## src/rtl/stk_pipe_al.sv

```systemverilog


module stk_pipe_al #(
    parameter int PTRS_N = 64,
    parameter int PTR_W  = $clog2(PTRS_N)
) (
    input  logic             clk,
    input  logic             rst,
    input  logic             i_ad_alloc,
    output logic             o_ad_empty_r,
    output logic             o_ad_busy_r,
    output logic [PTR_W-1:0] o_lk_ptr_w,
    input  logic             i_dealloc_vld,
    input  logic [PTR_W-1:0] i_dealloc_ptr,
    output logic [PTR_W:0]   o_free_cnt_r,
    output logic             o_err_r
);
    localparam int CNT_W = PTR_W + 1;
    localparam logic [CNT_W-1:0] FULL = CNT_W'(PTRS_N);
    localparam logic [PTR_W-1:0] LAST = PTR_W'(PTRS_N - 1);

    typedef enum logic {INIT, RUN} state_t;

    state_t             state_q, state_d;
    logic [PTR_W-1:0]   init_idx_q, init_idx_d;
    logic [PTR_W-1:0]   rd_idx_q, rd_idx_d;
    logic [PTR_W-1:0]   wr_idx_q, wr_idx_d;
    logic [CNT_W-1:0]   cnt_q, cnt_d;
    logic               busy_q, busy_d;
    logic               empty_q, empty_d;
    logic               err_q, err_d;

    logic [PTR_W-1:0]   mem_q [PTRS_N];
    logic               mem_we;
    logic [PTR_W-1:0]   mem_waddr;
    logic [PTR_W-1:0]   mem_wdata;

    logic               alloc_ok;
    logic               dealloc_ok;
    logic               dup_free;

    always_comb begin
        state_d    = state_q;
        init_idx_d = init_idx_q;
        rd_idx_d   = rd_idx_q;
        wr_idx_d   = wr_idx_q;
        cnt_d      = cnt_q;
        busy_d     = busy_q;
        empty_d    = empty_q;
        err_d      = err_q;
        mem_we     = 1'b0;
        mem_waddr  = wr_idx_q;
        mem_wdata  = i_dealloc_ptr;
        alloc_ok   = 1'b0;
        dealloc_ok = 1'b0;
        case (state_q)
            INIT: begin
                mem_we     = 1'b1;
                mem_waddr  = init_idx_q;
                mem_wdata  = init_idx_q;
                init_idx_d = init_idx_q + 1'b1;
                if (i_ad_alloc || i_dealloc_vld)
                    err_d = 1'b1;
                // The edge that writes the last entry hands over a completely full list.
                if (init_idx_q == LAST) begin
                    state_d  = RUN;
                    cnt_d    = FULL;
                    rd_idx_d = '0;
                    wr_idx_d = '0;
                    busy_d   = 1'b0;
                    empty_d  = 1'b0;
                end
            end
            RUN: begin
                alloc_ok   = i_ad_alloc && (cnt_q != '0);
                dealloc_ok = i_dealloc_vld && (cnt_q != FULL);
                if ((i_ad_alloc && !alloc_ok) || (i_dealloc_vld && !dealloc_ok))
                    err_d = 1'b1;
                if (alloc_ok)
                    rd_idx_d = rd_idx_q + 1'b1;
                if (dealloc_ok) begin
                    mem_we   = 1'b1;
                    wr_idx_d = wr_idx_q + 1'b1;
                end
                case ({alloc_ok, dealloc_ok})
                    2'b10:   cnt_d = cnt_q - 1'b1;
                    2'b01:   cnt_d = cnt_q + 1'b1;
                    default: cnt_d = cnt_q;
                endcase
                empty_d = (cnt_d == '0);
            end
            default: state_d = INIT;
        endcase
    end

    always_ff @(posedge clk) begin
        if (rst) begin
            state_q    <= INIT;
            init_idx_q <= '0;
            rd_idx_q   <= '0;
            wr_idx_q   <= '0;
            cnt_q      <= '0;
            busy_q     <= 1'b1;
            empty_q    <= 1'b1;
            err_q      <= 1'b0;
        end else begin
            state_q    <= state_d;
            init_idx_q <= init_idx_d;
            rd_idx_q   <= rd_idx_d;
            wr_idx_q   <= wr_idx_d;
            cnt_q      <= cnt_d;
            busy_q     <= busy_d;
            empty_q    <= empty_d;
            err_q      <= err_d;
        end
    end

    // Storage carries no reset; the init sweep rewrites every entry before use.
    always_ff @(posedge clk) begin
        if (mem_we)
            mem_q[mem_waddr] <= mem_wdata;
    end

    assign o_lk_ptr_w   = mem_q[rd_idx_q];
    assign o_free_cnt_r = cnt_q;
    assign o_ad_empty_r = empty_q;
    assign o_ad_busy_r  = busy_q;
    assign o_err_r      = err_q;

    // Scan of the live window rd_idx..rd_idx+cnt-1, only observed by the checks below.
    always_comb begin
        dup_free = 1'b0;
        for (int i = 0; i < PTRS_N; i++)
            if ((CNT_W'(i) < cnt_q) && (mem_q[rd_idx_q + PTR_W'(i)] == i_dealloc_ptr))
                dup_free = 1'b1;
    end

    always @(posedge clk) begin
        if (!rst) begin
            if (state_q == INIT) begin
                assert (!(i_ad_alloc || i_dealloc_vld))
                    else $warning("request during init sweep");
            end else begin
                assert (!(i_ad_alloc && cnt_q == '0))
                    else $warning("alloc while empty");
                assert (!(i_dealloc_vld && cnt_q == FULL))
                    else $warning("dealloc while full");
                assert (!(i_ad_alloc && i_dealloc_vld && cnt_q == '0))
                    else $warning("alloc with dealloc while empty");
                assert (!(dealloc_ok && dup_free))
                    else $warning("duplicate free of pointer %0d", i_dealloc_ptr);
            end
        end
    end
endmodule

```

## config.mk

```make
export PLATFORM = sky130hd
export DESIGN_NAME = stk_pipe_al
export DESIGN_NICKNAME = d
export VERILOG_FILES = /design/src/rtl/stk_pipe_al.sv
export SDC_FILE = /design/constraint.sdc
export NUM_CORES = 1
export LEC_CHECK = 0
export BUFFER_PORTS_ARGS = -buffer_cell sky130_fd_sc_hd__buf_2
export CAP_MARGIN = 40
export CORE_MARGIN = 4
export CORE_UTILIZATION = 40
export CTS_CLUSTER_DIAMETER = 50
export DETAILED_ROUTE_END_ITERATION = 8
export GPL_TIMING_DRIVEN = 0
export PLACE_DENSITY = 0.53
export SLEW_MARGIN = 20
export SYNTH_ARGS = -nofsm -noshare
export SYNTH_HDL_FRONTEND = slang
export SYNTH_SLANG_ARGS = --single-unit
```

## constraint.sdc

```tcl
create_clock -name clk -period 4.3 [get_ports clk]
set_input_delay 0.215 -clock clk [delete_from_list [all_inputs] [get_ports clk]]
set_output_delay 0.215 -clock clk [all_outputs]
set_load 0.05 [all_outputs]
```

==> impl.org <==
** Global routing
- First-pass GRT wire length :: 63.1 mm
- Pin count of the biggest net entering global routing :: 65
- Antenna violations before repair :: 1
- Across every metal layer, demand over resource in global routing totals 18.7%.
- Global route overflow :: 0
- The via count of the first global-routing pass is 9,152.

** Logic synthesis
- After synthesis, flip-flops and latches occupy 72.1% of the total area.
- For this run, asynchronously set or reset flops after synthesis account for 0%.
- EDFF count, synth :: 384
- Most instantiated flip-flop cell in the synthesis netlist :: sky130_fd_sc_hd__edfxtp_1
- After synthesis the netlist holds a flip-flop and latch count of 419.
- After technology mapping, the gate count stands at 948.
- Avg Synthesized Cell Area :: 17.9 sq um
- Number of unique standard cell types used by synthesis :: 58
- Yosys printed 0 warnings.
- Synthesis produced a netlist with a net count of about 970.
- The synthesized netlist occupies a cell area of 17,000 sq um.

** Layout
- At the end of the flow, the number of nets in the layout was 1,048.
- Post-synthesis to final-layout area growth :: 13.8%
- Measured on the finished design, the core utilization comes to 46.0%.
- Of the cells placed in the final design, the portion with a size suffix greater than 1 is 21.6%.
- Excluding fillers, the count of instances in the completed layout stands at 1,601.
- The number of antenna diodes in the final layout is 0.
- Final instance area :: 19,300 sq um
- Fill cells in the final layout number 3,563.

** Timing
- Share of the cycle needed by the critical path after routing :: roughly 97%
- Setup slack closes at 0.138 ns.
- Endpoints failing setup :: 0
- Max-Slew Margin vs Limit :: 41.6%
- Measured slew at the worst slew-check pin :: 0.877 ns
- Peak clock frequency supported by timing :: 240 MHz
- Worst clock skew on the final layout :: 0.0165 ns
- Unrepaired setup endpoints after global routing :: no
- The max-slew violation total from the final report came to 0.
- Shortest clock period the worst path allows after layout :: roughly 4.2 ns
- Hold violation count in the final report :: 0

** Pwr
- Total chip power :: approximately 8.3 mW
- VDD IR max :: roughly 0.00023 V
- P_leak :: slightly above 6 nW
- Dividing total power by cell area gives a power density of 432 nW/um^2.

** Clock network
- Number of gates resized after cts :: 0
- Clock tree synthesis found a total of 419 sinks.
- Clock tree from TritonCTS :: done
- In this run the clock root is driven by a sky130_fd_sc_hd__clkbuf_16.
- The clock tree synthesis step divided the H-tree into 2 levels.
- Clock-pin slew was measured on the worst setup and hold paths at about 0.060 ns.
- Clock insertion delay at the later pin of the skew report :: approximately 0.54 ns
- Maximum buffer depth of the clock tree :: 3
- The number of clock buffers added by TritonCTS is 43.

** Routing
- Dividing the detail-routed wire length by the instance count gives 26.8 microns.
- DRC violation total after the first TritonRoute iteration :: 850
- The first TritonRoute pass finished after 7 iterations.
- Via/cell ratio :: 5.70
- The count of nets left with antenna violations once routing finished came out at 0.
- The routed layout has 9,125 vias.
- Drt drc :: 0
- Summed over all layers, the routed wires come to 43.0 mm.

** Floorplanning
- The floorplan step defined a die boundary enclosing 45,800 sq um.
- Die boundary height :: 214 microns
- Core Footprint :: 41,900 sq um
- The die is 214 microns wide.
- Effective utilization at floorplan :: between 40% and 50%
- Number of placement rows :: 75
- During I/O placement, the number of pins put on the boundary was 26.

** Place
- Port buffering added 25 buffers.
- At the end of routability-driven placement, the weighted congestion stood at 0.891.
- Timing analysis after detailed placement gives a worst setup slack of 0.694 ns.
- Total placed instance area :: 17,900 sq um
- Placed Cells incl. Taps :: 1,521
- Once detailed placement completed, the half-perimeter wirelength came to 28.3 mm.

** Setup path
- Of all nets on the critical path, the largest fanout is 10.
- Data arrival time of the critical path :: a little under 4 ns
- Nature of the critical path endpoint :: output port
- The critical path is of the flop to output port type.
- The worst setup path is launched from a flop.
- Data on the critical path is required at its endpoint by 4.09 ns.

** Job
- Maxcap violations :: 0

** Run status
- The run finished with clean final reports.

** Min path
- Hold/Removal Path Class :: input port to flop
[synthesized netlist by cell type (5+ instances only)]
| master | number | share of area [%] |
|---|---|---|
| sky130_fd_sc_hd__o21ai_0 | 12 | 0.35 |
| sky130_fd_sc_hd__mux4_2 | 98 | 13 |
| sky130_fd_sc_hd__dfxtp_1 | 35 | 4.1 |
| sky130_fd_sc_hd__nor2_1 | 96 | 2.1 |
| sky130_fd_sc_hd__xor2_1 | 5 | 0.26 |
| sky130_fd_sc_hd__or4_1 | 5 | 0.22 |
| sky130_fd_sc_hd__a22oi_1 | 15 | 0.66 |
| sky130_fd_sc_hd__nand2b_1 | 21 | 0.77 |
| sky130_fd_sc_hd__edfxtp_1 | 384 | 68 |
| sky130_fd_sc_hd__o22ai_1 | 21 | 0.77 |
| sky130_fd_sc_hd__clkbuf_1 | 23 | 0.51 |
| sky130_fd_sc_hd__nand3_1 | 19 | 0.56 |
| sky130_fd_sc_hd__inv_1 | 12 | 0.27 |
| sky130_fd_sc_hd__buf_1 | 5 | 0.11 |
| sky130_fd_sc_hd__nor2b_1 | 12 | 0.44 |
| sky130_fd_sc_hd__nand2_1 | 44 | 0.97 |
| sky130_fd_sc_hd__mux2i_1 | 20 | 1.2 |
| sky130_fd_sc_hd__ha_1 | 9 | 0.66 |
| sky130_fd_sc_hd__xnor2_1 | 10 | 0.52 |
| sky130_fd_sc_hd__buf_2 | 11 | 0.32 |
| sky130_fd_sc_hd__or2_2 | 7 | 0.26 |
| sky130_fd_sc_hd__buf_4 | 7 | 0.31 |
| sky130_fd_sc_hd__a21oi_1 | 16 | 0.47 |
[routing by layer]
metal	routed length [microns]	GRT usage (%)	share of wire, %
met2	19800	28.9	46
met1	18400	26.7	43
met3	3470	4.47	8.1
met4	1220	5.45	2.8
met5	0	0	0
[area by class of cell]
type                    count  area (sq um)  share of cell area, %
plain buffers              48           244                   1.26
inverters                  12          45.0                  0.233
flip-flops and latches    419         12200                   63.4
clock buffers              61          1200                   6.20
clock inverters            18           161                  0.836
well taps                 539           674                   3.49
repair buffers             35           259                   1.34
multi-input cells         469          4490                   23.2
[critical path, stage by stage, from the launching register on]
cell	delay [ns]
sky130_fd_sc_hd__dfxtp_1	0.30
sky130_fd_sc_hd__clkbuf_1	0.34
sky130_fd_sc_hd__clkbuf_1	0.71
sky130_fd_sc_hd__buf_2	0.57
sky130_fd_sc_hd__mux2i_1	0.41
sky130_fd_sc_hd__o22ai_1	0.16
sky130_fd_sc_hd__or4_1	0.64
sky130_fd_sc_hd__buf_2	0.26
[flip-flops by register name, summed over array words and instances, names as in the netlist, named ones only]
signal,flops
state_q,1
init_idx_q,6
o_ad_busy_r,1
mem_q,384
o_err_r,1
o_ad_empty_r,1
o_free_cnt_r,7
wr_idx_q,6
rd_idx_q,6
[placed cells by master, fill, tap and decap left out, drive strengths merged, types with 3 or more instances in the layout]
cell    instances
ha              9
o22a            3
and2            3
a21o            4
a22oi          15
edfxtp        384
nand4           3
xor2            5
nor2b          12
a211oi          4
or4             5
clkbuf         84
a21oi          16
a221oi          3
o21ai          12
or2             7
xnor2          10
nand2          44
o22ai          21
buf            59
mux2i          20
mux4           98
nor2           96
dfxtp          35
nand2b         21
bufinv          3
inv            12
nand3          19
clkinv         15
o32ai           3
[cells by family (layout without fill, tap and decap cells)]
kind of cell / Yosys count / count (layout) / synth area share [%]
AOI/OAI and AO/OA: 104 / 104 / 4.31
xor gates and xnor gates: 15 / 15 / 0.775
adders and majority gates: 10 / 10 / 0.782
buffers and inverters: 60 / 174 / 1.70
DFF: 419 / 419 / 72.1
muxes: 119 / 119 / 14.3
and+or+nand+nor: 221 / 221 / 6.04
[final timing paths]
kind | startpoint | to | slack [ns] | cells after the start
worst max-delay path | flop | o_lk_ptr_w[5] | 0.14 | 7
worst min-delay path | i_dealloc_vld | o_err_r | 0.09 | 5
worst max register to register | o_free_cnt_r[0] | o_ad_empty_r | 0.81 | 10
worst min register to register | o_ad_busy_r | o_ad_busy_r | 0.46 | 1
[timing repair]
item                      4_1_cts  5_1_grt
hold buffers                    1        0
hold endpoints to repair        1        0
buffers inserted                0        0
[per-stage QoR]
stage                     hold WS (ns)  setup TNS [ns]
after floorplan                  0.385               0
after global placement           0.429          -75.98
after detailed placement         0.443               0
after CTS                       0.0743               0
after global routing             0.130               0
final                           0.0862               0
[where the power goes]
part           internal (mW)  switching, mW  total [mW]  leakage (nW)
clock                   2.12           1.51        3.63         0.667
sequential              4.46        0.00770        4.47          3.83
combinational         0.0582          0.175       0.233          1.53
total                   6.64           1.69        8.33          6.03
Power figures use the tool's default switching activity.
